===== config.mk =====
export PLATFORM = sky130hd
export DESIGN_NAME = uart_rx
export DESIGN_NICKNAME = d
export VERILOG_FILES = /design/src/rtl/uart_pkg.sv /design/src/rtl/uart_sync2.sv /design/src/rtl/uart_rx.sv
export SDC_FILE = /design/constraint.sdc
export NUM_CORES = 1
export LEC_CHECK = 0
export CORE_UTILIZATION = 59
export DETAILED_ROUTE_END_ITERATION = 8
export GPL_TIMING_DRIVEN = 0
export PLACE_DENSITY = 0.8
export SLEW_MARGIN = 20
export SYNTH_ARGS = -nofsm -noshare
export SYNTH_HDL_FRONTEND = slang
export SYNTH_SLANG_ARGS = --single-unit

===== constraint.sdc =====
create_clock -name clk -period 3.7 [get_ports clk]
set_clock_uncertainty 0.05 [all_clocks]
set_input_delay 0.925 -clock clk [delete_from_list [all_inputs] [get_ports clk]]
set_output_delay 0.925 -clock clk [all_outputs]
set_load 0.01 [all_outputs]

===== src/rtl/uart_pkg.sv =====
// Shared UART definitions: frame geometry, FSM state encoding and parity helper.
// Used by both the receiver and the transmitter.
package uart_pkg;

    localparam int unsigned UART_DATA_WIDTH = 8;
    localparam int unsigned FRAME_BITS      = UART_DATA_WIDTH + 3;
    localparam int unsigned PAR_MAX_W       = 32;

    typedef enum logic [2:0] {
        ST_IDLE   = 3'd0,
        ST_START  = 3'd1,
        ST_DATA   = 3'd2,
        ST_PARITY = 3'd3,
        ST_STOP   = 3'd4
    } uart_state_t;

    // Even parity: zero-extension of narrower words leaves the result unchanged.
    function automatic logic parity_even(input logic [PAR_MAX_W-1:0] d);
        return ^d;
    endfunction

endpackage


===== src/rtl/uart_sync2.sv =====
// Two-flop synchroniser for an asynchronous single-bit input, with a reset preset value.
module uart_sync2 #(
    parameter logic RST_VAL = 1'b1
) (
    input  logic i_clk,
    input  logic i_rst,
    input  logic i_d,
    output logic o_q
);

    logic r_meta;
    logic r_sync;

    always_ff @(posedge i_clk) begin
        if (i_rst) begin
            r_meta <= RST_VAL;
            r_sync <= RST_VAL;
        end else begin
            r_meta <= i_d;
            r_sync <= r_meta;
        end
    end

    assign o_q = r_sync;

endmodule


===== src/rtl/uart_rx.sv =====
// UART receiver: start, DATA_WIDTH data bits (MSB first), even parity, stop.
// Oversampled by an external sample_tick; the FSM only moves on tick cycles.
module uart_rx
    import uart_pkg::*;
#(
    parameter int unsigned DATA_WIDTH = 8,
    parameter int unsigned OVERSAMPLE = 16
) (
    input  logic                  clk,
    input  logic                  rst,
    input  logic                  sample_tick,
    input  logic                  s_in,
    output logic [DATA_WIDTH-1:0] data_out,
    output logic                  data_valid,
    output logic                  parity_err,
    output logic                  frame_err,
    output logic                  busy
);

    localparam int unsigned TICK_W = $clog2(OVERSAMPLE);
    localparam int unsigned BIT_W  = $clog2(DATA_WIDTH);
    localparam logic [TICK_W-1:0] TICK_HALF = TICK_W'(OVERSAMPLE / 2 - 1);
    localparam logic [TICK_W-1:0] TICK_LAST = TICK_W'(OVERSAMPLE - 1);
    localparam logic [BIT_W-1:0]  BIT_LAST  = BIT_W'(DATA_WIDTH - 1);

    logic                  w_rx_s;
    uart_state_t           r_state;
    logic [TICK_W-1:0]     r_tick_cnt;
    logic [BIT_W-1:0]      r_bit_cnt;
    logic [DATA_WIDTH-1:0] r_sreg;
    logic                  r_par_bit;

    uart_sync2 #(.RST_VAL(1'b1)) u_sync (
        .i_clk (clk),
        .i_rst (rst),
        .i_d   (s_in),
        .o_q   (w_rx_s)
    );

    always_ff @(posedge clk) begin
        if (rst) begin
            r_state    <= ST_IDLE;
            r_tick_cnt <= '0;
            r_bit_cnt  <= '0;
            r_sreg     <= '0;
            r_par_bit  <= 1'b0;
            data_out   <= '0;
            data_valid <= 1'b0;
            parity_err <= 1'b0;
            frame_err  <= 1'b0;
            busy       <= 1'b0;
        end else begin
            data_valid <= 1'b0;
            if (sample_tick) begin
                case (r_state)
                    ST_IDLE: begin
                        if (!w_rx_s) begin
                            r_state    <= ST_START;
                            r_tick_cnt <= '0;
                            busy       <= 1'b1;
                        end
                    end
                    // Re-check the line mid start bit to reject short glitches.
                    ST_START: begin
                        if (r_tick_cnt == TICK_HALF) begin
                            r_tick_cnt <= '0;
                            if (w_rx_s) begin
                                r_state <= ST_IDLE;
                                busy    <= 1'b0;
                            end else begin
                                r_state   <= ST_DATA;
                                r_bit_cnt <= '0;
                            end
                        end else begin
                            r_tick_cnt <= r_tick_cnt + TICK_W'(1);
                        end
                    end
                    ST_DATA: begin
                        if (r_tick_cnt == TICK_LAST) begin
                            r_tick_cnt <= '0;
                            r_sreg     <= {r_sreg[DATA_WIDTH-2:0], w_rx_s};
                            if (r_bit_cnt == BIT_LAST) begin
                                r_state <= ST_PARITY;
                            end else begin
                                r_bit_cnt <= r_bit_cnt + BIT_W'(1);
                            end
                        end else begin
                            r_tick_cnt <= r_tick_cnt + TICK_W'(1);
                        end
                    end
                    ST_PARITY: begin
                        if (r_tick_cnt == TICK_LAST) begin
                            r_tick_cnt <= '0;
                            r_par_bit  <= w_rx_s;
                            r_state    <= ST_STOP;
                        end else begin
                            r_tick_cnt <= r_tick_cnt + TICK_W'(1);
                        end
                    end
                    // Frames with errors are still delivered; the flags qualify them.
                    ST_STOP: begin
                        if (r_tick_cnt == TICK_LAST) begin
                            r_tick_cnt <= '0;
                            data_out   <= r_sreg;
                            parity_err <= r_par_bit ^ parity_even(PAR_MAX_W'(r_sreg));
                            frame_err  <= ~w_rx_s;
                            data_valid <= 1'b1;
                            r_state    <= ST_IDLE;
                            busy       <= 1'b0;
                        end else begin
                            r_tick_cnt <= r_tick_cnt + TICK_W'(1);
                        end
                    end
                    default: begin
                        r_state <= ST_IDLE;
                        busy    <= 1'b0;
                    end
                endcase
            end
        end
    end

endmodule


==> results.py, run 1 <==
metrics = {
    "clock_tree": {
        "htreeDepth": 2,
        "clock_path_buffers": 2,
        "cts_hold_buf": 0,
        "postCtsSetupBuffers": 0,
        "post_cts_resize_count": 0,
        "cts_tree": "built",
        "cts_num_sinks": 33,
        "root_buffer": "clkbuf_4",
        "clk_pin_slew_ns": 0.10,
        "cts_buffers": 5,
        "clk_latency_ns": 0.34,
    },
    "setup_path": {
        "rrSetupSlack_ns": 1.45,
        "r2r_end": "data_out[6]$_SDFFE_PP0P_",
        "worstPathArrival_ns": 2.96,
        "slowest_stage": "nor4b_1",
        "required_ns": 3.86,
        "crit_fanout": 10,
        "worstPathCellList": "clkdlybuf4s50_1, nand4_1, nor4b_1, buf_4, mux2i_1, nor2_1",
        "r2r-start": "r_tick_cnt[0]$_SDFFE_PP0P_",
        "crit_buf_inv": 2,
        "r2r_cells": 6,
        "cp-end-kind": "flop",
        "max_stage_delay_ns": 0.62,
        "timing_worst_setup_path_type": "in2reg",
        "critical-path-top-delay-family": "buffers and inverters",
        "startpoint_type": "input port",
    },
    "synth": {
        "muxShareOfSynthArea_pct": 12.8,
        "synth.avg_cell_area_sq_um": 9.12,
        "synthAdderAreaFrac_pct": 2.53,
        "syn_nets": 170,
        "ys_types": 35,
        "synthCells": 163,
        "syn_area_sq_um": 1490,
        "synth-simple-area-share_pct": 19.8,
        "synth_xor_area_share_pct": 5.05,
        "ys_warn_count": 0,
        "yosysSeqAreaShare_pct": 44.4,
        "synth_top_family_by_area": "simple AND/OR/NAND/NOR gates",
        "synth.ff_latch_count": 33,
        "synth_compound_gate_area_share_pct": 10.4,
    },
    "place": {
        "placedCellCount": 205,
        "hpwl_mm": 2.00,
        "port_buffers": 14,
        "pre_cts_ws_ns": 0.550,
        "gp_congestion": 0.757,
    },
    "route": {
        "vias": 1157,
        "first_iter_violations": 10,
        "first_pass_iters": 4,
        "viasPerCell": 5.43,
        "ant_nets": 0,
        "wl_per_cell_um": 13.1,
        "drc": 0,
        "totalWireLength_mm": 2.79,
    },
    "floorplanning": {
        "ios": 16,
        "coreArea_sq_um": 2300,
        "dieArea_sq_um": 2720,
        "start_util_pct": 64.7,
        "die_h_um": 52.2,
        "num_rows": 17,
        "die_w_um": 52.2,
    },
    "sta": {
        "tightest_slew_ns": 0.662,
        "period_share_pct": 75.5,
        "rsz0062_at_grt": "no",
        "tns_ns": 0,
        "layout_min_cycle_time_ns": 2.79,
        "setup_slack_ns": 0.906,
        "slew_headroom_pct": 55.3,
        "setup-violations-final": 0,
        "slew_violations": 0,
        "max_clock_freq_mhz": 358,
        "whs_ns": 0.371,
        "hold_viol": 0,
    },
    "pwr": {
        "p_seq_share_pct": 61.7,
        "p_sw_w": 0.000139,
        "ir_worst_vdd_mv": 0.294,
        "p_int_w": 0.000445,
        "p_per_area_nw_per_um2": 342,
        "p_leak_nw": 0.604,
        "p_comb_share_pct": 5.6,
        "clkPwrFrac_pct": 32.8,
        "sw_frac_of_total_pct": 23.8,
    },
    "hold_path": {
        "min_path_cells": 1,
        "hold_path_class": "reg2reg",
        "hp-start": "u_sync.r_meta$_SDFF_PP1_",
        "worst_hold_path.endpoint": "u_sync.o_q$_SDFF_PP1_",
    },
    "layout": {
        "num-fill-cells": 175,
        "layout-drive-gt1-share_pct": 8.11,
        "finalNonFillerCells": 213,
        "fin_nets": 191,
        "regArea_sq_um": 661,
        "area_growth_pct": 15.1,
        "multi_input_comb_area_sq_um": 752,
        "n_antenna_cell": 0,
    },
    "grt": {
        "antenna_found_initial": 0,
        "grt_pass1_vias": 1144,
        "track_usage_pct": 24.4,
        "grt_pass1_wl_mm": 4.69,
        "grt_max_degree": 11,
        "overflow": 0,
    },
    "status": {
        "status": "completed",
    },
    "job": {
        "max-cap-violations": 0,
    },
}
## cell usage in the layout (no fill, tap or decap), drive strengths merged, types with 2 or more instances in the layout
master         instances
ha                     3
a211oi                 2
nor3                   2
clkbuf                15
nor4                   2
a21oi                  9
inv                    5
o31ai                  2
or2                    3
nand3                  4
nor2                  27
dfxtp                 33
mux2i                 19
clkdlybuf4s50         14
o21ai                  4
or3                    6
nand2                 11
xnor2                  5
o211ai                 2
buf                    4
## how the worst max path moves through the flow
| stage | to | cells past startpoint | startpoint | slack, ns |
|---|---|---|---|---|
| after global routing | data_out[6]$_SDFFE_PP0P_ | 6 | sample_tick | 0.68 |
| after global placement | data_out[7]$_SDFFE_PP0P_ | 6 | sample_tick | 0.57 |
| after floorplan | data_out[0]$_SDFFE_PP0P_ | 5 | sample_tick | 1.41 |
| after detailed placement | data_out[6]$_SDFFE_PP0P_ | 6 | sample_tick | 0.55 |
| final | data_out[6]$_SDFFE_PP0P_ | 6 | sample_tick | 0.91 |
| after CTS | data_out[6]$_SDFFE_PP0P_ | 6 | sample_tick | 0.86 |
## kinds of logic (layout without fill, tap and decap cells)
kind of cell / after synthesis / after routing
simple gates: 62 / 62
mux: 19 / 19
xor+xnor: 7 / 7
fa+ha+maj: 3 / 3
buf+inv: 16 / 38
compound gates: 23 / 23
flops: 33 / 33
## routing by layer
metal | share of wire [%] | up-vias | GRT usage [%] | routed length (um)
li1 | - | 602 | - | -
met1 | 45 | 535 | 25.2 | 1260
met2 | 49 | 14 | 43.4 | 1370
met3 | 3.7 | 6 | 8.70 | 103
met4 | 2.0 | 0 | 11.8 | 57
met5 | 0 | - | 0 | 0
## cell usage after synthesis
master	n	area (sq um)
a211oi_1	2	15.0
dfxtp_1	33	661
a21oi_1	9	45.0
xnor3_1	1	22.5
o32ai_2	1	16.3
and2_1	1	6.26
nor4_1	2	12.5
o22ai_1	1	6.26
a31oi_1	1	6.26
nand3b_1	1	7.51
xnor2_1	5	43.8
nand3_1	4	20.0
inv_1	5	18.8
nor4b_1	1	8.76
o31ai_1	2	15.0
ha_1	3	37.5
nand2b_1	1	6.26
nand2_1	11	41.3
or2_2	3	18.8
o311ai_2	1	16.3
or3b_1	1	8.76
o211ai_1	2	15.0
nand4_1	1	6.26
o21ai_0	4	20.0
clkbuf_1	7	26.3
nor2b_1	1	6.26
or3_1	6	37.5
nor2_1	26	97.6
nor2_2	1	6.26
buf_6	1	11.3
mux2i_1	19	190
xor2_1	1	8.76
nor3_1	2	10.0
buf_4	1	7.51
buf_2	2	10.0
## metrics by stage
step	utilization (%)	cell area, sq um	total power (W)
6_report	74.5	1710	0.000584
3_5_place_dp	72.3	1660	0.000401
5_1_grt	74.5	1710	0.000609
4_1_cts	74.5	1710	0.000588
3_3_place_gp	72.3	1660	0.000400
2_1_floorplan	-	1490	0.000391
## state kept, by name (all words and copies together), names as in the netlist
name           flops
data_out           8
r_sreg             8
r_tick_cnt         4
r_bit_cnt          3
r_state            3
busy               1
data_valid         1
frame_err          1
parity_err         1
r_par_bit          1
u_sync.o_q         1
u_sync.r_meta      1
## power groups by stage
| stage | logic, W | clock network, W | registers, W |
|---|---|---|---|
| global route | 0.0000362 | 0.000212 | 0.000361 |
| floorplan | 0.0000229 | 0 | 0.000368 |
| global placement | 0.0000317 | 0 | 0.000368 |
| detailed placement | 0.0000325 | 0 | 0.000369 |
| CTS | 0.0000327 | 0.000195 | 0.000360 |
| finish | 0.0000327 | 0.000191 | 0.000360 |
## area by class of cell
type	count	share of cell area, %
buffer	11	3.22
clock buffer	8	2.85
inverter	5	1.10
multi-input combinational	114	44.0
sequential	33	38.6
tap	28	2.05
timing repair buffer	14	8.19
No activity file was read; power rests on OpenSTA's default activity.
==> run 2, diff against run 1 <==
CORE_UTILIZATION = 54   (was 59)
PLACE_DENSITY = 0.74   (was 0.8)
clock period = 2.8 ns   (was 3.7 ns; I/O delays follow)
==> results.py, run 2 (synthesis gave the netlist of run 1 again) <==
metrics = {
    "clock_tree": {
        "cts_buffers": 5,
        "clk_latency_ns": 0.33,
        "cts_tree": "built",
        "root_buffer": "clkbuf_4",
        "clk_pin_slew_ns": 0.09,
        "cts_hold_buf": 0,
        "cts_num_sinks": 33,
        "post_cts_resize_count": 0,
        "htreeDepth": 2,
        "postCtsSetupBuffers": 0,
        "clock_path_buffers": 2,
    },
    "sta": {
        "period_share_pct": 93.8,
        "layout_min_cycle_time_ns": 2.63,
        "setup-violations-final": 0,
        "tightest_slew_ns": 0.747,
        "slew_headroom_pct": 49.5,
        "slew_violations": 0,
        "whs_ns": 0.404,
        "hold_viol": 0,
        "max_clock_freq_mhz": 381,
        "rsz0062_at_grt": "no",
        "tns_ns": 0,
    },
    "layout": {
        "num-fill-cells": 220,
        "final_cell_mix": "dfxtp_1 (33), nor2_1 (26), mux2i_1 (19), clkdlybuf4s50_1 (14), nand2_1 (11)",
        "fin_nets": 191,
        "finalNonFillerCells": 215,
        "final_util_pct": 67.3,
        "n_antenna_cell": 0,
        "area_growth_pct": 15.2,
        "reg.largest.list": "data_out (8), r_sreg (8), r_tick_cnt (4)",
        "final_common_cell": "dfxtp_1",
        "layout-drive-gt1-share_pct": 8.11,
        "final_cell_area_sq_um": 1710,
    },
    "grt": {
        "track_usage_pct": 21.4,
        "antenna_found_initial": 0,
        "grt_max_degree": 11,
        "grt_pass1_vias": 1026,
        "grt_pass1_wl_mm": 4.28,
        "overflow": 0,
    },
    "setup_path": {
        "worstPathArrival_ns": 2.78,
        "max_stage_delay_ns": 0.68,
        "worstPathCellList": "clkdlybuf4s50_1, nand4_1, nor4b_1, buf_4, mux2i_1, nor2_1",
        "required_ns": 2.96,
        "crit_path_start": "sample_tick",
        "crit_fanout": 10,
        "r2r_cells": 6,
        "endpoint": "data_out[6]$_SDFFE_PP0P_",
        "rrSetupSlack_ns": 0.53,
        "slowest_stage": "nor4b_1",
        "r2r-start": "r_tick_cnt[0]$_SDFFE_PP0P_",
        "r2r_end": "data_out[6]$_SDFFE_PP0P_",
        "startpoint_type": "input port",
        "timing_worst_setup_path_type": "in2reg",
        "cp-end-kind": "flop",
        "worstSetupPathDepth": 6,
        "critical-path-top-delay-family": "simple AND/OR/NAND/NOR gates",
        "crit_buf_inv": 2,
    },
    "pwr": {
        "p_leak_nw": 0.604,
        "ir_worst_vdd_mv": 0.425,
        "p_per_area_nw_per_um2": 447,
    },
    "place": {
        "placedCellCount": 207,
        "hpwl_mm": 1.97,
        "gp_congestion": 0.817,
        "placed_area_sq_um": 1660,
        "port_buffers": 14,
    },
    "floorplanning": {
        "die_w_um": 54.5,
        "ios": 16,
        "die_h_um": 54.5,
        "num_rows": 18,
        "start_util_pct": 58.4,
        "dieArea_sq_um": 2970,
        "coreArea_sq_um": 2540,
    },
    "route": {
        "vias": 1172,
        "drc": 0,
        "wl_per_cell_um": 12.5,
        "totalWireLength_mm": 2.68,
        "viasPerCell": 5.45,
        "ant_nets": 0,
        "first_iter_violations": 32,
        "first_pass_iters": 4,
    },
    "hold_path": {
        "hold_path_class": "reg2reg",
    },
    "job": {
        "max-cap-violations": 0,
    },
    "status": {
        "status": "completed",
    },
}
==> run 2: cell counts in the layout (fill, tap and decap cells not counted) <==
No cell type changed its count.
==> run 2: final cells by class <==
class                           count  area (sq um)  share of cell area [%]
Buffer                             11          55.1                    3.21
Clock buffer                        8          48.8                    2.85
Inverter                            5          18.8                    1.10
Multi-Input combinational cell    114           752                    43.9
Sequential cell                    33           661                    38.6
Tap cell                           30          37.5                    2.19
Timing Repair Buffer               14           140                    8.18
==> run 2: stage by stage <==
stage,worst slack [ns],power [W]
6_report,0.173,0.000766
5_1_grt,0.0646,0.000804
4_1_cts,0.190,0.000774
3_5_place_dp,-0.167,0.000530
3_3_place_gp,-0.105,0.000530
2_1_floorplan,0.731,0.000517
==> run 2: where the power goes <==
group	switching (W)	total [W]	internal, W
Combinational	0.0000278	0.0000432	0.0000154
Clock	0.000146	0.000246	0.000100
Sequential	0.00000343	0.000476	0.000473
==> run 2: how the worst min path moves through the flow <==
stage / start / end / slack [ns] / cells past startpoint
2_1_floorplan: u_sync.r_meta$_SDFF_PP1_ / u_sync.o_q$_SDFF_PP1_ / 0.34 / 1
4_1_cts: u_sync.r_meta$_SDFF_PP1_ / u_sync.o_q$_SDFF_PP1_ / 0.40 / 1
5_1_grt: u_sync.r_meta$_SDFF_PP1_ / u_sync.o_q$_SDFF_PP1_ / 0.41 / 1
6_report: u_sync.r_meta$_SDFF_PP1_ / u_sync.o_q$_SDFF_PP1_ / 0.40 / 1
3_3_place_gp: u_sync.r_meta$_SDFF_PP1_ / u_sync.o_q$_SDFF_PP1_ / 0.34 / 1
3_5_place_dp: u_sync.r_meta$_SDFF_PP1_ / u_sync.o_q$_SDFF_PP1_ / 0.36 / 1
==> run 2: routing by layer <==
metal | GRT usage [%] | vias up | wire (um)
li1 | - | 603 | -
met1 | 22.7 | 543 | 1190
met2 | 37.0 | 20 | 1320
met3 | 8.33 | 6 | 112
met4 | 10.3 | 0 | 54
met5 | 0 | - | 0
==> run 3, diff against run 2 <==
CTS_CLUSTER_SIZE = 28   (was unset)
==> results of run 3 <==
The final DEF is identical to that of run 2; final timing and power are the same.
